`src/rtl/bcd_updown_counter.sv`:
```
// N-digit BCD up/down counter with tick prescaler, synchronous load,
// wrap pulse and per-digit active-low 7-segment decode.
module bcd_updown_counter #(
  parameter int DIGITS   = 3,
  parameter int TICK_DIV = 50000000,
  parameter int DIV_W    = 26,
  parameter int BLANK_LZ = 0
) (
  input  logic                Clk50,
  input  logic                KEY,
  input  logic                EN,
  input  logic                UP,
  input  logic                LOAD,
  input  logic [4*DIGITS-1:0] LOAD_VAL,
  output logic [4*DIGITS-1:0] BCD,
  output logic [7*DIGITS-1:0] HEX,
  output logic                TICK,
  output logic                WRAP
);

  localparam int CW = 4 * DIGITS;
  localparam logic [DIV_W-1:0] DIV_MAX =
    DIV_W'(TICK_DIV - 1);

  logic [DIV_W-1:0] div_q, div_d;
  logic [CW-1:0]    cnt_q, cnt_d;
  logic             wrap_q, wrap_d;
  logic             step;

  function automatic logic [6:0] seg7(
    input logic [3:0] d
  );
    logic [6:0] s;
    case (d)
      4'd0:    s = 7'b1000000;
      4'd1:    s = 7'b1111001;
      4'd2:    s = 7'b0100100;
      4'd3:    s = 7'b0110000;
      4'd4:    s = 7'b0011001;
      4'd5:    s = 7'b0010010;
      4'd6:    s = 7'b0000010;
      4'd7:    s = 7'b1111000;
      4'd8:    s = 7'b0000000;
      4'd9:    s = 7'b0010000;
      default: s = 7'b1111111;
    endcase
    return s;
  endfunction

  assign TICK = (div_q == DIV_MAX);
  assign step = TICK & EN & ~LOAD;

  always_comb begin : next_state
    logic       cy;
    logic [3:0] dig;
    logic [3:0] ld;
    cnt_d  = cnt_q;
    wrap_d = 1'b0;
    div_d  = TICK ? '0 : div_q + DIV_W'(1);
    cy     = step;
    dig    = '0;
    ld     = '0;
    // carry/borrow ripples through all digits in one cycle
    for (int i = 0; i < DIGITS; i++) begin
      dig = cnt_q[4*i +: 4];
      if (cy) begin
        if (UP)
          cnt_d[4*i +: 4] =
            (dig == 4'd9) ? 4'd0 : dig + 4'd1;
        else
          cnt_d[4*i +: 4] =
            (dig == 4'd0) ? 4'd9 : dig - 4'd1;
      end
      cy = cy & (UP ? (dig == 4'd9)
                    : (dig == 4'd0));
    end
    unique case (1'b1)
      LOAD: begin
        div_d = '0;
        for (int i = 0; i < DIGITS; i++) begin
          ld = LOAD_VAL[4*i +: 4];
          cnt_d[4*i +: 4] =
            (ld > 4'd9) ? 4'd0 : ld;
        end
      end
      step:    wrap_d = cy;
      default: wrap_d = 1'b0;
    endcase
  end

  always_ff @(posedge Clk50 or negedge KEY) begin
    if (!KEY) begin
      div_q  <= '0;
      cnt_q  <= '0;
      wrap_q <= 1'b0;
    end else begin
      div_q  <= div_d;
      cnt_q  <= cnt_d;
      wrap_q <= wrap_d;
    end
  end

  always_comb begin : decode
    logic z;
    z   = 1'b1;
    HEX = '1;
    // z: this digit and all above it are zero
    for (int i = DIGITS - 1; i >= 0; i--) begin
      z = z & (cnt_q[4*i +: 4] == 4'd0);
      if (BLANK_LZ != 0 && i > 0 && z)
        HEX[7*i +: 7] = 7'b1111111;
      else
        HEX[7*i +: 7] = seg7(cnt_q[4*i +: 4]);
    end
  end

  assign BCD  = cnt_q;
  assign WRAP = wrap_q;

endmodule

```
`config.mk`:
```
export PLATFORM = sky130hd
export DESIGN_NAME = bcd_updown_counter
export DESIGN_NICKNAME = d
export VERILOG_FILES = /design/src/rtl/bcd_updown_counter.sv
export SDC_FILE = /design/constraint.sdc
export NUM_CORES = 1
export LEC_CHECK = 0
export BUFFER_PORTS_ARGS = -buffer_cell sky130_fd_sc_hd__clkbuf_2
export CAP_MARGIN = 40
export CORE_MARGIN = 2
export CORE_UTILIZATION = 44
export DETAILED_ROUTE_END_ITERATION = 12
export HOLD_SLACK_MARGIN = 0.08
export PLACE_DENSITY = 0.62
export REMOVE_ABC_BUFFERS = 1
export SLEW_MARGIN = 25
export SYNTH_ARGS = -nofsm -noshare
export SYNTH_HDL_FRONTEND = slang
export SYNTH_SLANG_ARGS = --single-unit
```
`constraint.sdc`:
```
create_clock -name Clk50 -period 3.2 [get_ports Clk50]
set_input_delay 0.64 -clock Clk50 [delete_from_list [all_inputs] [get_ports Clk50]]
set_output_delay 0.64 -clock Clk50 [all_outputs]
set_load 0.02 [all_outputs]
```
# Yosys cells after proc, flatten, opt, wreduce, memory -nomap -nowiden

Memories as Yosys holds them, arrays and structs flattened.
Index checks and enable logic that the tools add are counted.

Flip-flop bits (word level): 39
Latch bits: 0
Memory bits (writable): 0
ROM bits: 336
Bits of input ports: 17
Output and inout bits: 35
Word-level logic and storage cells: 56
Memories kept: 3

Add/sub/neg operators: 7
Multiply operators: 0
Div/mod/pow operators: 0
$lt $le $gt $ge: 3
Equal/unequal tests: 4
Shift operators: 0
Muxes and demuxes: 22
Bitwise operators: 6
Reductions and logical operators: 6

Memory list:

| name             | depth | width | rd ports | clocked after memory_dff | write ports | line | source |
|---|---|---|---|---|---|---|---|
| (name not given) | 16    | 7     | 1        | 0                        | 0           | 34   | `case (d)` |
| (name not given) | 16    | 7     | 1        | 0                        | 0           | 34   |  |
| (name not given) | 16    | 7     | 1        | 0                        | 0           | 34   |  |

Operators by type and width:

| kind                  | count |
|---|---|
| $mux 4                | 15 |
| $mux 26               | 2 |
| $add 26x1->26 const B | 1 |
| $eq 26x26->1 const B  | 1 |
| $add 4x1->4 const B   | 3 |
| $eq 4x4->1 const B    | 3 |
| $gt 4x4->1 const B    | 3 |
| $logic_not 4->1       | 3 |
| $mux 12               | 1 |
| $sub 4x1->4 const B   | 3 |
| $reduce_bool 2->1     | 3 |
| $and 1x1->1           | 5 |
| $mux 1                | 4 |
| $not 1->1             | 1 |

# Logic depth before layout (Yosys ltp)

Gate-level depths: netlist (run 1).

Depth after elaboration: 7
Mapped depth: 8
Gate-level depth less buffers: 8

# Worst setup path after synthesis (run 1)

No wires, ideal clock.

Path kind: register to output
Start point: register cnt_q[9], in the netlist BCD[9]
End point: output HEX[18]
Arrival: 1.637 ns
Data required time: 2.560 ns
Path slack: 0.923 ns
Cell stages (with the launch flop): 5
Path buffers: 0
Cell sequence: dfrtp_1 > inv_1 > ha_1 > ha_1 > o21ai_0

Longest elaborated chain between the ends: 1

RTL lines:

| what                   | line | source |
|---|---|---|
| from (decl)            | 26   | `logic [CW-1:0] cnt_q, cnt_d;` |
| from (signal assigned) | 98   | `cnt_q <= cnt_d;` |
| $mem_v2 16x7           | --   |  |
| to (decl)              | 16   | `output logic [7*DIGITS-1:0] HEX,` |

Every way passes these cells.

# Worst setup path in the final report (run 1)

Start point: register div_q[0]
End point: output TICK

Longest elaborated chain between the ends: 1

RTL lines:

| what                   | line | source |
|---|---|---|
| from (decl)            | 25   | `logic [DIV_W-1:0] div_q, div_d;` |
| from (signal assigned) | 97   | `div_q <= div_d;` |
| $eq 26x26->1           | 50   | `assign TICK = (div_q == DIV_MAX);` |
| to (decl)              | 17   | `output logic TICK,` |

Every way passes these cells.

==> results of run 1 <==
## worst max path at each step
stage,depth (start not counted),end,startpoint
after global placement,6,BCD[6]$_DFFE_PN0P_,UP
after floorplan,5,div_q[10]$_DFF_PN0_,div_q[0]$_DFF_PN0_
final,5,TICK,div_q[0]$_DFF_PN0_
after CTS,5,TICK,div_q[0]$_DFF_PN0_
after global routing,5,TICK,div_q[0]$_DFF_PN0_
after detailed placement,6,BCD[6]$_DFFE_PN0P_,UP
## power groups by stage
stage / Combinational (µW) / Clock [µW] / Sequential [µW]
floorplan: 238 / 0 / 563
global placement: 374 / 0 / 559
detailed placement: 377 / 0 / 559
CTS: 379 / 374 / 549
global route: 420 / 396 / 555
finish: 377 / 366 / 550
## worst reg2reg max path: stages (launching register included)
cell and delay, ns:
dfrtp_1 0.41, ha_1 0.24, nand2_1 0.06, or4_1 0.65
or3_1 0.54, mux2_4 0.35, o21ai_2 0.10
## through the flow
stage               worst slack [ns]  std cells   util  total power (µW)
floorplan                      0.729        361      -               801
global placement               0.797        493  0.494               933
detailed placement             0.749        494  0.498               936
CTS                            0.476        502  0.512              1300
global route                   0.358        502  0.512              1370
finish                         0.489        502  0.512              1290
## area by class of cell
cell class | instances | area share
timing repair buffer | 53 | 0.0839
clock buffer | 6 | 0.0239
clock inverter | 2 | 0.00470
tap | 80 | 0.0289
inverter | 17 | 0.0184
sequential | 39 | 0.282
multi-input combinational | 305 | 0.558
## routing by layer
metal  wire length [µm]  up-vias  global-route usage
met4                114        0              0.0615
met3                321       10              0.0284
met1               3530     1344               0.290
met5                  0        -                   0
met2               3160       75               0.291
li1                   -     1456                   -
## cell families (layout without fill, tap and decap cells)
kind of cell               count (synthesis)  after routing  share of synthesized area
AOI/OAI and AO/OA                         94             94                      0.191
xor gates and xnor gates                  24             24                     0.0689
adders and majority gates                 17             17                     0.0698
buffers and inverters                     37             78                     0.0464
DFF                                       39             39                      0.320
muxes                                      8              8                     0.0279
and+or+nand+nor                          162            162                      0.276
## cell usage after synthesis (all sizes together), types with 2 or more instances
| cell | instances |
|---|---|
| nor2 | 48 |
| nand2 | 33 |
| or4 | 5 |
| clkinv | 2 |
| nor2b | 2 |
| o22ai | 4 |
| o21bai | 2 |
| a211oi | 3 |
| nand3b | 4 |
| a21oi | 24 |
| mux2i | 7 |
| nor3 | 6 |
| a22oi | 2 |
| nor4 | 3 |
| nor3b | 3 |
| o311ai | 2 |
| nor4b | 4 |
| o31ai | 4 |
| o211ai | 4 |
| buf | 6 |
| inv | 15 |
| dfrtp | 39 |
| clkbuf | 14 |
| a31oi | 8 |
| xor2 | 14 |
| ha | 17 |
| and3 | 6 |
| a311o | 2 |
| nor4bb | 3 |
| and4 | 5 |
| nand2b | 4 |
| or2 | 4 |
| or3 | 3 |
| nand4 | 8 |
| xnor2 | 10 |
| nand3 | 21 |
| o21ai | 29 |
## state kept, by name, indices dropped and copies added (netlist names)
name / flops
BCD: 12
WRAP: 1
div_q: 26
==> impl_results.md, run 1 <==
- Most frequent cells in the layout: clkbuf_2 (51), nor2_1 (48), dfrtp_1 (39), nand2_1 (33), o21ai_0 (25)
- Async set-reset flop share out of synthesis: 1.00
- Placed Area: 0.00336 mm²
- Multi-input gate area: 0.00193 mm²
- Status: complete, no violations
- Hold WS: 0.296 ns
- CTS root buf: clkbuf_8
- Die footprint: 0.00761 mm²
- Routed wire length: 7.13 mm
- IO Pins: 52
- Diode count: 0
- Clk buf depth: 2
- Crit-path max FO: 6
- DR vias/cell: 5.75
- Vias in the first global route: 2467
- Final Max Tran Viols: 0
- Switching Share: 0.363
- Worst vdd rail ir drop: 200 µV
- Commonest non-fill, non-tap cell in the layout: clkbuf_2
- Clock sinks: 39
- Setup_tns: 0 ns
- Worst-case reg-to-reg path depth: 6
- Final Setup Violations: 0
- Sequential-to-total area share from yosys stat: 0.320
- Final GP Congestion: 0.812
- Fill cells: 658
- Largest area contributor in the netlist: dfrtp_1
- Flop pwr share: 0.425
- Lkg Pwr: 0.00153 µW
- Req. time, crit path: 2.56 ns
- Main flop type after synthesis: dfrtp_1
- Initial DRT Pass Iterations: 4
- Crit path launch type: flop
- DP HPWL: 5.16 mm
- GR Overflow Total: 0
- Die Span Y: 87.2 µm
- First-pass GRT wire length: 12.0 mm
- CTS buffer count: 5
- Syn Area/Cell: 8.00 µm²
- Reg-to-reg endpoint: BCD[6]$_DFFE_PN0P_
- Tcrit/Tclk final: 0.847
- Slowest CP cell: or4_1
- Die X-Extent: 87.2 µm
- TritonCTS clock tree: built
- Final Critical Period: 2.71 ns
- RSZ-0062 raised after global routing: false
- Synthesized flop and latch total: 39
- Crit path buf inv count: 1
- Pint: 824 µW
- Synthesis Warnings: 0
- Slew headroom: 0.488
- Synth top area share: 0.320
- Clock latency reported for the late side of the worst-skew pair: 0.31 ns
- Fmax: 369 MHz
- Syn Inst Count: 381
- Setup crit end kind: primary output
- Critical Setup Path Class: flop to primary output
- Max-Cap Viols: 0
- PD cells: 373 mW/mm²
- Combinational share of power: 0.292
- Power share of the clock group: 0.283
- Netlist Area Pre-Place: 0.00305 mm²
- Register Area: 976 µm²
- PortBufs: 51
- Routed Antenna Nets: 0
- Netlist cell types: 54
- DRC viols: 0
- Initial antenna violation count: 0
- WL/cell: 14.2 µm
- Worst r2r src: div_q[0]$_DFF_PN0_
- Worst min path class: input pin to async pin
- Initial drt markers: 112
- Post-CTS Setup Bufs: 0
- Fin area: 0.00346 mm²
- Max incr delay on CP: 0.65 ns
- Worst R2R Setup Slack: 0.77 ns
- Initial core utilization: 0.451
- CTS Hold Bufs: 0
- Clock Pin Slew Worst Setup and Hold Paths: 0.09 ns
- Crit-path leading delay family: simple AND/OR/NAND/NOR gates
- Vias: 2885
- Syn-to-layout area delta: 13.5%
- Net switching power: 469 µW
- Worst-Margin Slew: 0.762 ns
- WP data arrival: 2.07 ns
- Synth top area cells: dfrtp_1 (32%), ha_1 (7.0%), nor2_1 (5.9%)
- Number of synthesized flops with an enable pin: 0
- Crit path cell chain: ha_1, nand2_1, or4_1, nor2_1, clkbuf_2
- Clk_skew: 0.0133 ns
- Proportion of layout cells with a drive suffix above 1: 0.164
- Cell Rows: 30
- GRT Total Usage: 0.195
- Final hold viol count: 0
- Largest net degree at the start of global routing: 29
- Fin nets: 455
- Max H-tree Level: 2
- Core Region: 0.00676 mm²
- # resized after CTS: 0
Power figures use the tool's default switching activity.
==> inputs of run 2 (changes only) <==
Clock period 3.2 ns to 2.6 ns, I/O delays scaled along.
==> run 2 against run 1 <==
Clock skew shrank 0.0085 ns. Register-to-register slack lost 0.51 ns. Utilization grew 1.2 points. Combinational power grew 33%. Worst hold slack lost 0.024 ns. Flip-flop and latch count is the same. First-iteration DRC count grew 9.8%. Wire length grew 3.7%. Power grew 28%. Critical path type unchanged. Largest cell class unchanged. Largest power group unchanged. Highest routed layer unchanged.
==> impl_results.md, run 2 (synthesis gave the netlist of run 1 again) <==
- Cell Rows: 30
- Net switching power: 563 µW
- RSZ-0062 raised after global routing: false
- Max reg flops: 26
- Vias: 2934
- Routed wire length: 7.39 mm
- Final Critical Period: 2.46 ns
- TritonCTS clock tree: built
- Reg-to-reg endpoint: BCD[10]$_DFFE_PN0P_
- Clock latency reported for the late side of the worst-skew pair: 0.29 ns
- Worst vdd rail ir drop: 283 µV
- Fin area: 0.00354 mm²
- Setup WS post-layout: 0.137 ns
- Diode count: 0
- Post-CTS Setup Bufs: 0
- Worst R2R Setup Slack: 0.26 ns
- Syn-to-layout area delta: 16.1%
- CTS Hold Bufs: 0
- Initial core utilization: 0.451
- # resized after CTS: 0
- GRT Total Usage: 0.203
- PD cells: 466 mW/mm²
- Met1 wire length: 3.64 mm
- Crit-path leading delay family: simple AND/OR/NAND/NOR gates
- Status: complete, no violations
- Clock Pin Slew Worst Setup and Hold Paths: 0.07 ns
- Crit path depth: 5
- Slowest CP cell: or4_4
- Worst-Margin Slew: 0.586 ns
- Switching Share: 0.341
- WL/cell: 14.4 µm
- DP HPWL: 5.36 mm
- Max H-tree Level: 2
- Critical Setup Path Class: flop to primary output
- Commonest non-fill, non-tap cell in the layout: clkbuf_2
- Top Metal Used: met4
- Final Max Tran Viols: 0
- Slew headroom: 0.609
- Initial DRT Pass Iterations: 4
- Largest net degree at the start of global routing: 40
- Core Region: 0.00676 mm²
- Max-Cap Viols: 0
- Die footprint: 0.00761 mm²
- End of the critical path: TICK
- Placed Area: 0.00342 mm²
- Worst min path class: input pin to async pin
- Fill cells: 652
- Most frequent cells in the layout: clkbuf_2 (51), nor2_1 (48), dfrtp_1 (39), nand2_1 (33), o21ai_0 (25)
- Initial antenna violation count: 0
- Wire length on met2: 3.43 mm
- Power share of the clock group: 0.299
- CP startpoint: div_q[0]$_DFF_PN0_
- Worst r2r src: div_q[0]$_DFF_PN0_
- Setup_tns: 0 ns
- Initial drt markers: 123
- Final hold viol count: 0
- IO Pins: 52
- Register Area: 976 µm²
- Crit path launch type: flop
- Req. time, crit path: 2.08 ns
- Die X-Extent: 87.2 µm
- DR vias/cell: 5.73
- CTS root buf: clkbuf_8
- Dpl ws: 0.178 ns
- Crit path buf inv count: 1
- Pint: 1090 µW
- Met3 WL: 265 µm
- Fmax: 406 MHz
- Combinational share of power: 0.304
- Vias in the first global route: 2709
- Max incr delay on CP: 0.57 ns
- PortBufs: 51
- CTS buffer count: 5
- Die Span Y: 87.2 µm
- Fin nets: 466
- WP data arrival: 1.94 ns
- Proportion of layout cells with a drive suffix above 1: 0.188
- Crit-path max FO: 6
- Worst-case reg-to-reg path depth: 6
- DRC viols: 0
- Multi-input gate area: 0.00194 mm²
- Flop pwr share: 0.397
- Crit path cell chain: ha_1, nand2_1, or4_4, nor2_1, clkbuf_2
- Clk_skew: 0.00485 ns
- Routed Antenna Nets: 0
- Final Setup Violations: 0
- Tcrit/Tclk final: 0.947
- Largest Register: div_q
- Setup crit end kind: primary output
- Lkg Pwr: 0.00159 µW
- Fin util: 0.524
- Final GP Congestion: 0.828
- Clk buf depth: 2
- Clock sinks: 39
- Hold WS: 0.272 ns
- GR Overflow Total: 0
- First-pass GRT wire length: 12.5 mm
run 2: how the worst min path moves through the flow:
stage | start | slack (ns) | end
global placement | div_q[0]$_DFF_PN0_ | 0.48 | div_q[0]$_DFF_PN0_
CTS | KEY | 0.27 | div_q[9]$_DFF_PN0_
detailed placement | div_q[0]$_DFF_PN0_ | 0.50 | div_q[0]$_DFF_PN0_
finish | KEY | 0.27 | div_q[9]$_DFF_PN0_
global route | KEY | 0.32 | div_q[24]$_DFF_PN0_
floorplan | KEY | 0.22 | BCD[0]$_DFFE_PN0P_
run 2: layer usage:
metal	vias up	GRT usage
met3	8	0.0360
met1	1379	0.281
met4	0	0.0573
met2	67	0.326
met5	-	0
li1	1480	-
run 2: power by group through the flow:
| stage | Combinational [µW] | Sequential (µW) | Clock [µW] |
|---|---|---|---|
| after CTS | 504 | 655 | 518 |
| after global placement | 501 | 666 | 0 |
| after global routing | 557 | 661 | 537 |
| after detailed placement | 501 | 667 | 0 |
| after floorplan | 293 | 693 | 0 |
| final | 501 | 656 | 494 |
run 2: area by class of cell:
class,instances,share of cell area
clock inverters,2,0.0106
well taps,80,0.0283
clock buffers,5,0.0194
repair buffers,64,0.0996
flip-flops and latches,39,0.276
multi-input cells,305,0.548
inverters,17,0.0180
run 2: metrics by stage:
step,power (µW),instances
2_1_floorplan,986,361
3_3_place_gp,1170,505
3_5_place_dp,1170,505
4_1_cts,1680,512
5_1_grt,1750,512
6_report,1650,512
